## src/rtl/irs_block_allocator_if.sv

```systemverilog
// irs_block_allocator_if: request/return/status bundle between trigger logic and the block allocator
interface irs_block_allocator_if #(
  parameter int ADDR_BITS = 7
);
  logic                 alloc_req;
  logic                 alloc_ack;
  logic [ADDR_BITS-1:0] alloc_block;
  logic                 free;
  logic [ADDR_BITS-1:0] free_block;
  logic                 err_clr;
  logic [ADDR_BITS:0]   free_count;
  logic                 ready;
  logic                 dead;
  logic                 err;

  modport master (
    output alloc_req, free, free_block, err_clr,
    input  alloc_ack, alloc_block, free_count, ready, dead, err
  );

  modport slave (
    input  alloc_req, free, free_block, err_clr,
    output alloc_ack, alloc_block, free_count, ready, dead, err
  );
endinterface

```

## src/rtl/irs_block_allocator.sv

```systemverilog
// irs_block_allocator: circular free list of IRS sample blocks with reserve-based dead-time inhibit
module irs_block_allocator #(
  parameter int NUM_BLOCKS = 128,
  parameter int ADDR_BITS  = 7,
  parameter int RESERVE    = 23,
  parameter int HYSTERESIS = 2
) (
  input logic                 clk_i,
  input logic                 rst_n_i,
  irs_block_allocator_if.slave bus
);
  typedef enum logic {INIT, RUN} state_t;

  localparam logic [ADDR_BITS:0] FULL   = (ADDR_BITS+1)'(NUM_BLOCKS);
  localparam logic [ADDR_BITS:0] RES_LO = (ADDR_BITS+1)'(RESERVE);
  localparam logic [ADDR_BITS:0] RES_HI = (ADDR_BITS+1)'(RESERVE + HYSTERESIS);

  state_t               state, state_n;
  logic [ADDR_BITS-1:0] mem [NUM_BLOCKS];
  logic [ADDR_BITS-1:0] head, tail, init_idx;
  logic [ADDR_BITS:0]   count;
  logic                 grant, put, err_set, init_last;

  assign bus.free_count = count;
  assign bus.ready      = state == RUN;

  // Grant uses the registered count, so a same-cycle free can never bypass to the requester
  always_comb begin
    init_last = init_idx == ADDR_BITS'(NUM_BLOCKS - 1);
    grant     = state == RUN && bus.alloc_req && count != '0 && !bus.alloc_ack;
    put       = state == RUN && bus.free && count != FULL;
    err_set   = bus.free && (state == INIT || count == FULL);
    state_n   = (state == INIT && init_last) ? RUN : state;
  end

  // State register; RUN is left only through reset
  always_ff @(posedge clk_i or negedge rst_n_i) begin
    if (!rst_n_i) state <= INIT;
    else          state <= state_n;
  end

  // Free-list RAM: identity fill during INIT, returned blocks appended at tail in RUN
  always_ff @(posedge clk_i) begin
    if (state == INIT) mem[init_idx] <= init_idx;
    else if (put)      mem[tail] <= bus.free_block;
  end

  // Pointers, count, ack/block outputs and the dead/err status flags
  always_ff @(posedge clk_i or negedge rst_n_i) begin
    if (!rst_n_i) begin
      bus.alloc_ack   <= 1'b0;
      bus.alloc_block <= '0;
      bus.dead        <= 1'b1;
      bus.err         <= 1'b0;
      count           <= '0;
      head            <= '0;
      tail            <= '0;
      init_idx        <= '0;
    end else begin
      bus.alloc_ack <= grant;
      bus.err       <= err_set | (bus.err & ~bus.err_clr);
      if (grant) bus.alloc_block <= mem[head];
      if (state == INIT) begin
        bus.dead <= 1'b1;
        init_idx <= init_idx + ADDR_BITS'(1);
        if (init_last) begin
          count <= FULL;
          head  <= '0;
          tail  <= '0;
        end
      end else begin
        bus.dead <= count < RES_LO ? 1'b1 : count >= RES_HI ? 1'b0 : bus.dead;
        head     <= head + ADDR_BITS'(grant);
        tail     <= tail + ADDR_BITS'(put);
        count    <= count + (ADDR_BITS+1)'(put) - (ADDR_BITS+1)'(grant);
      end
    end
  end
endmodule

```

## src/flat_wrapper.sv

```systemverilog
// flat-port wrapper written by rule: the top's interface ports become plain ports
module irs_block_allocator_flat 
#(
  parameter int NUM_BLOCKS = 128,
  parameter int ADDR_BITS  = 7,
  parameter int RESERVE    = 23,
  parameter int HYSTERESIS = 2
)
  (clk_i, rst_n_i, bus_alloc_req, bus_free, bus_free_block, bus_err_clr, bus_alloc_ack, bus_alloc_block, bus_free_count, bus_ready, bus_dead, bus_err);
  irs_block_allocator_if #(.ADDR_BITS(ADDR_BITS)) bus_i ();
  input logic clk_i;
  input logic rst_n_i;
  input wire logic [$bits(bus_i.alloc_req)-1:0] bus_alloc_req;
  input wire logic [$bits(bus_i.free)-1:0] bus_free;
  input wire logic [$bits(bus_i.free_block)-1:0] bus_free_block;
  input wire logic [$bits(bus_i.err_clr)-1:0] bus_err_clr;
  output wire logic [$bits(bus_i.alloc_ack)-1:0] bus_alloc_ack;
  output wire logic [$bits(bus_i.alloc_block)-1:0] bus_alloc_block;
  output wire logic [$bits(bus_i.free_count)-1:0] bus_free_count;
  output wire logic [$bits(bus_i.ready)-1:0] bus_ready;
  output wire logic [$bits(bus_i.dead)-1:0] bus_dead;
  output wire logic [$bits(bus_i.err)-1:0] bus_err;
  assign bus_i.alloc_req = bus_alloc_req;
  assign bus_i.free = bus_free;
  assign bus_i.free_block = bus_free_block;
  assign bus_i.err_clr = bus_err_clr;
  assign bus_alloc_ack = bus_i.alloc_ack;
  assign bus_alloc_block = bus_i.alloc_block;
  assign bus_free_count = bus_i.free_count;
  assign bus_ready = bus_i.ready;
  assign bus_dead = bus_i.dead;
  assign bus_err = bus_i.err;
  irs_block_allocator #(.NUM_BLOCKS(NUM_BLOCKS), .ADDR_BITS(ADDR_BITS), .RESERVE(RESERVE), .HYSTERESIS(HYSTERESIS)) u_core (.clk_i(clk_i), .rst_n_i(rst_n_i), .bus(bus_i));
endmodule
```

## config.mk

```make
export PLATFORM = sky130hd
export DESIGN_NAME = irs_block_allocator_flat
export DESIGN_NICKNAME = d
export VERILOG_FILES = /design/src/rtl/irs_block_allocator_if.sv /design/src/rtl/irs_block_allocator.sv /design/src/flat_wrapper.sv
export SDC_FILE = /design/constraint.sdc
export NUM_CORES = 1
export LEC_CHECK = 0
export CORE_MARGIN = 3
export CORE_UTILIZATION = 40
export CTS_BUF_LIST = sky130_fd_sc_hd__clkbuf_16
export CTS_CLUSTER_SIZE = 28
export DETAILED_ROUTE_END_ITERATION = 8
export PLACE_DENSITY = 0.62
export SYNTH_ARGS = -nofsm -noshare
export SYNTH_HDL_FRONTEND = slang
export SYNTH_SLANG_ARGS = --single-unit
export TNS_END_PERCENT = 20
```

## constraint.sdc

```tcl
create_clock -name clk_i -period 7.9 [get_ports clk_i]
set_input_delay 1.58 -clock clk_i [delete_from_list [all_inputs] [get_ports clk_i]]
set_output_delay 1.58 -clock clk_i [all_outputs]
set_load 0.05 [all_outputs]
```

==> run metrics <==
Netlist cell types=53; setup violators final=0; Slowest Stage Delay on Critical Path=0.76 ns; Hold Crit Class=reg -> reg; setup_tns=0 ns; pin count of the biggest net entering global routing=129; post-route clock period utilization=0.695; max_cap viols=0; pwr/cell area=232 nW/µm²; Synth Cell Area=37200 µm²; clk root buf=clkbuf_16; CP Capture Type=flip-flop; yosys warns=0; dpl cells=3186; Post-Synth Adder-Cell Area=0.00726; Final Util=0.457; CTS resizes=0; antenna-violating nets left=0; Min-Delay Path Depth=1; EDFF count, synth=896; Synth Flop Type=edfxtp_1; CP max-delay cell=a211o_1; Slew Limit Fails=0; Routed WL=92.2 mm; H-tree level count=3; HP Start=u_core.bus.alloc_ack; die area=96700 µm²; core area=91900 µm²; Initial Util=0.405; mux contribution to synthesized area=0.140; Total Nets Final=2069; # port buffers=30; Worst slew margin=0.274; R2R Path Start=u_core.bus.free_count[3]; Vias=19100; vias in the first global route=19400; worst-path cell chain=clkdlybuf4s50_1 > inv_1 > a211o_1 > clkinv_1 > o31ai_1 > nand2_1 > buf_4 > nor2_1; grt ovf=0; WL/cell=27.5 µm; Die Y=311 µm; post-synthesis xor/xnor area fraction=0.00306; Pleak=0.0129 µW; gr usage total=0.188; RSZ-0062 raised after global routing=false; CP Class=in -> reg; post-DR vias/cell=5.71; Post-CTS Setup Inserts=0; final RePlAce weighted congestion=0.866; die width=311 µm; crit path launch=bus_free; ant diodes=0; Synth Register Bits=936; first-pass GRT wire length=135 mm; simple-gate portion of the synthesized area=0.0406; CTS tree=done; Critical Path AT=5.75 ns; Layout area overhead=13.0%; post-synthesis async set-or-reset flop share=0.0427; antenna violations before repair=0; net count after synthesis=2008; R2R cell count=9; syn avg cell area=18.8 µm²; DP Wirelength=57.2 mm; Clock transition at path regs=0.06 ns; main combinational cell family by area after synthesis=multiplexers; Tmin final=5.49 ns; Synth Area in Compound Gates=0.0442; Cell Rows=111; DR iter-0 viols=2324; clk_skew=0.0321 ns; TritonCTS buffer count=91; Residual DRC=0; Initial DRT Pass Iterations=6; hold_buf cts=0; share of layout cells above drive strength 1=0.190; cells after synthesis=1975; final std cells w/o fill=3350; outcome=finished clean; Clock Path Buffers=3; I/O pins=31; CP Max Fanout=31; critical path required time=8.16 ns; crit start category=input pin; FMAX=182 MHz; sequential area share after synthesis=0.750; clk_lat worst skew=0.64 ns; CTS sink cnt=936; Worst Tran Pin Value=1.09 ns; Hold Vio Cnt, Final=0; Max rail drop VDD=0.212 mV
layout make-up:
| type | count | area, µm² |
|---|---|---|
| sequential | 936 | 27900 |
| multi-input combinational | 913 | 8810 |
| fill | 7784 | 49900 |
| timing repair buffer | 74 | 676 |
| clock inverter | 72 | 703 |
| clock buffer | 92 | 2300 |
| tap | 1243 | 1560 |
| inverter | 20 | 75.1 |
power by group:
group	total [µW]	switching (µW)	internal, µW
Clock	4380	1830	2550
Combinational	14.6	8.94	5.68
Sequential	5350	0.234	5350
critical path, delay by kind of cell:
kind / cells / cell delay, ns
AOI/OAI and AO/OA: 2 / 1.47
and+or+nand+nor: 2 / 1.15
buffers and inverters: 4 / 1.53
state kept, by name, summed over array words and instances, names as in the netlist, 7 cells and up:
name,cells
u_core.tail,7
u_core.bus.free_count,8
u_core.init_idx,7
u_core.mem,896
u_core.bus.alloc_block,7
u_core.head,7
cells in the mapped netlist (all sizes together), types with 9 or more instances:
| library cell | instances | area [µm²] |
|---|---|---|
| buf | 62 | 313 |
| inv | 17 | 63.8 |
| nand3 | 25 | 125 |
| dfrtp | 39 | 976 |
| a22oi | 34 | 255 |
| nor2 | 152 | 571 |
| nand2b | 13 | 81.3 |
| nor2b | 25 | 156 |
| clkbuf | 44 | 165 |
| edfxtp | 896 | 26900 |
| mux4 | 173 | 3900 |
| a22o | 11 | 96.3 |
| o211ai | 11 | 82.6 |
| mux2i | 111 | 1110 |
| nand2 | 88 | 330 |
| ha | 20 | 250 |
| o22ai | 26 | 163 |
| a221oi | 13 | 114 |
| a2111oi | 11 | 96.3 |
| a211oi | 29 | 230 |
| mux2 | 18 | 203 |
| o21ai | 22 | 110 |
| xnor2 | 10 | 87.6 |
| a31oi | 9 | 56.3 |
| a21oi | 51 | 255 |
cells by family (layout without fill, tap and decap cells):
group,after synthesis,after routing
xor gates and xnor gates,13,13
and+or+nand+nor,339,339
DFF,936,936
buffers and inverters,126,258
muxes,302,302
adders and majority gates,21,21
AOI/OAI and AO/OA,238,238
path summary, 6_finish.rpt:
check | slack [ns] | endpoint
max in group asynchronous | 6.29 | u_core.head[1]
worst min-delay path | 0.48 | u_core.bus.alloc_ack
worst min register to register | 0.48 | u_core.bus.alloc_ack
worst max register to register | 2.79 | u_core.mem[121][5]
min in group asynchronous | 1.07 | u_core.bus.alloc_ack
worst max-delay path | 2.41 | u_core.mem[121][5]
cells in the final DEF (no fill, tap or decap), types with 25 or more instances in the layout:
cell             Yosys  layout
dfrtp_1             39      36
a22oi_1             34      34
edfxtp_1           896     896
mux2i_1            111     111
a211oi_1            28      28
a21oi_1             51      51
nand2_1             88      82
inv_1               17      30
buf_4               12      40
clkdlybuf4s50_1      0      29
clkbuf_16            0      92
nand3_1             25      25
o22ai_1             26      26
mux4_2             173     173
nor2_1             152     151
through the flow:
step | total power [µW] | instance area (µm²) | hold WS, ns | setup WS, ns
global placement | 5470 | 39000 | 0.475 | 2.00
finish | 9750 | 42000 | 0.476 | 2.41
detailed placement | 5470 | 39000 | 0.472 | 1.84
floorplan | 5460 | 37200 | 0.462 | 1.68
CTS | 9810 | 42000 | 0.481 | 2.51
global route | 10000 | 42000 | 0.509 | 2.18
per-layer routing:
metal / global-route usage / routed length [µm] / vias up
li1: - / - / 8130
met1: 0.261 / 38700 / 10100
met2: 0.305 / 44800 / 765
met3: 0.0319 / 6000 / 150
met4: 0.0616 / 2610 / 0
met5: 0 / 0 / -
Note: power is estimated with default switching activity, not from simulation.
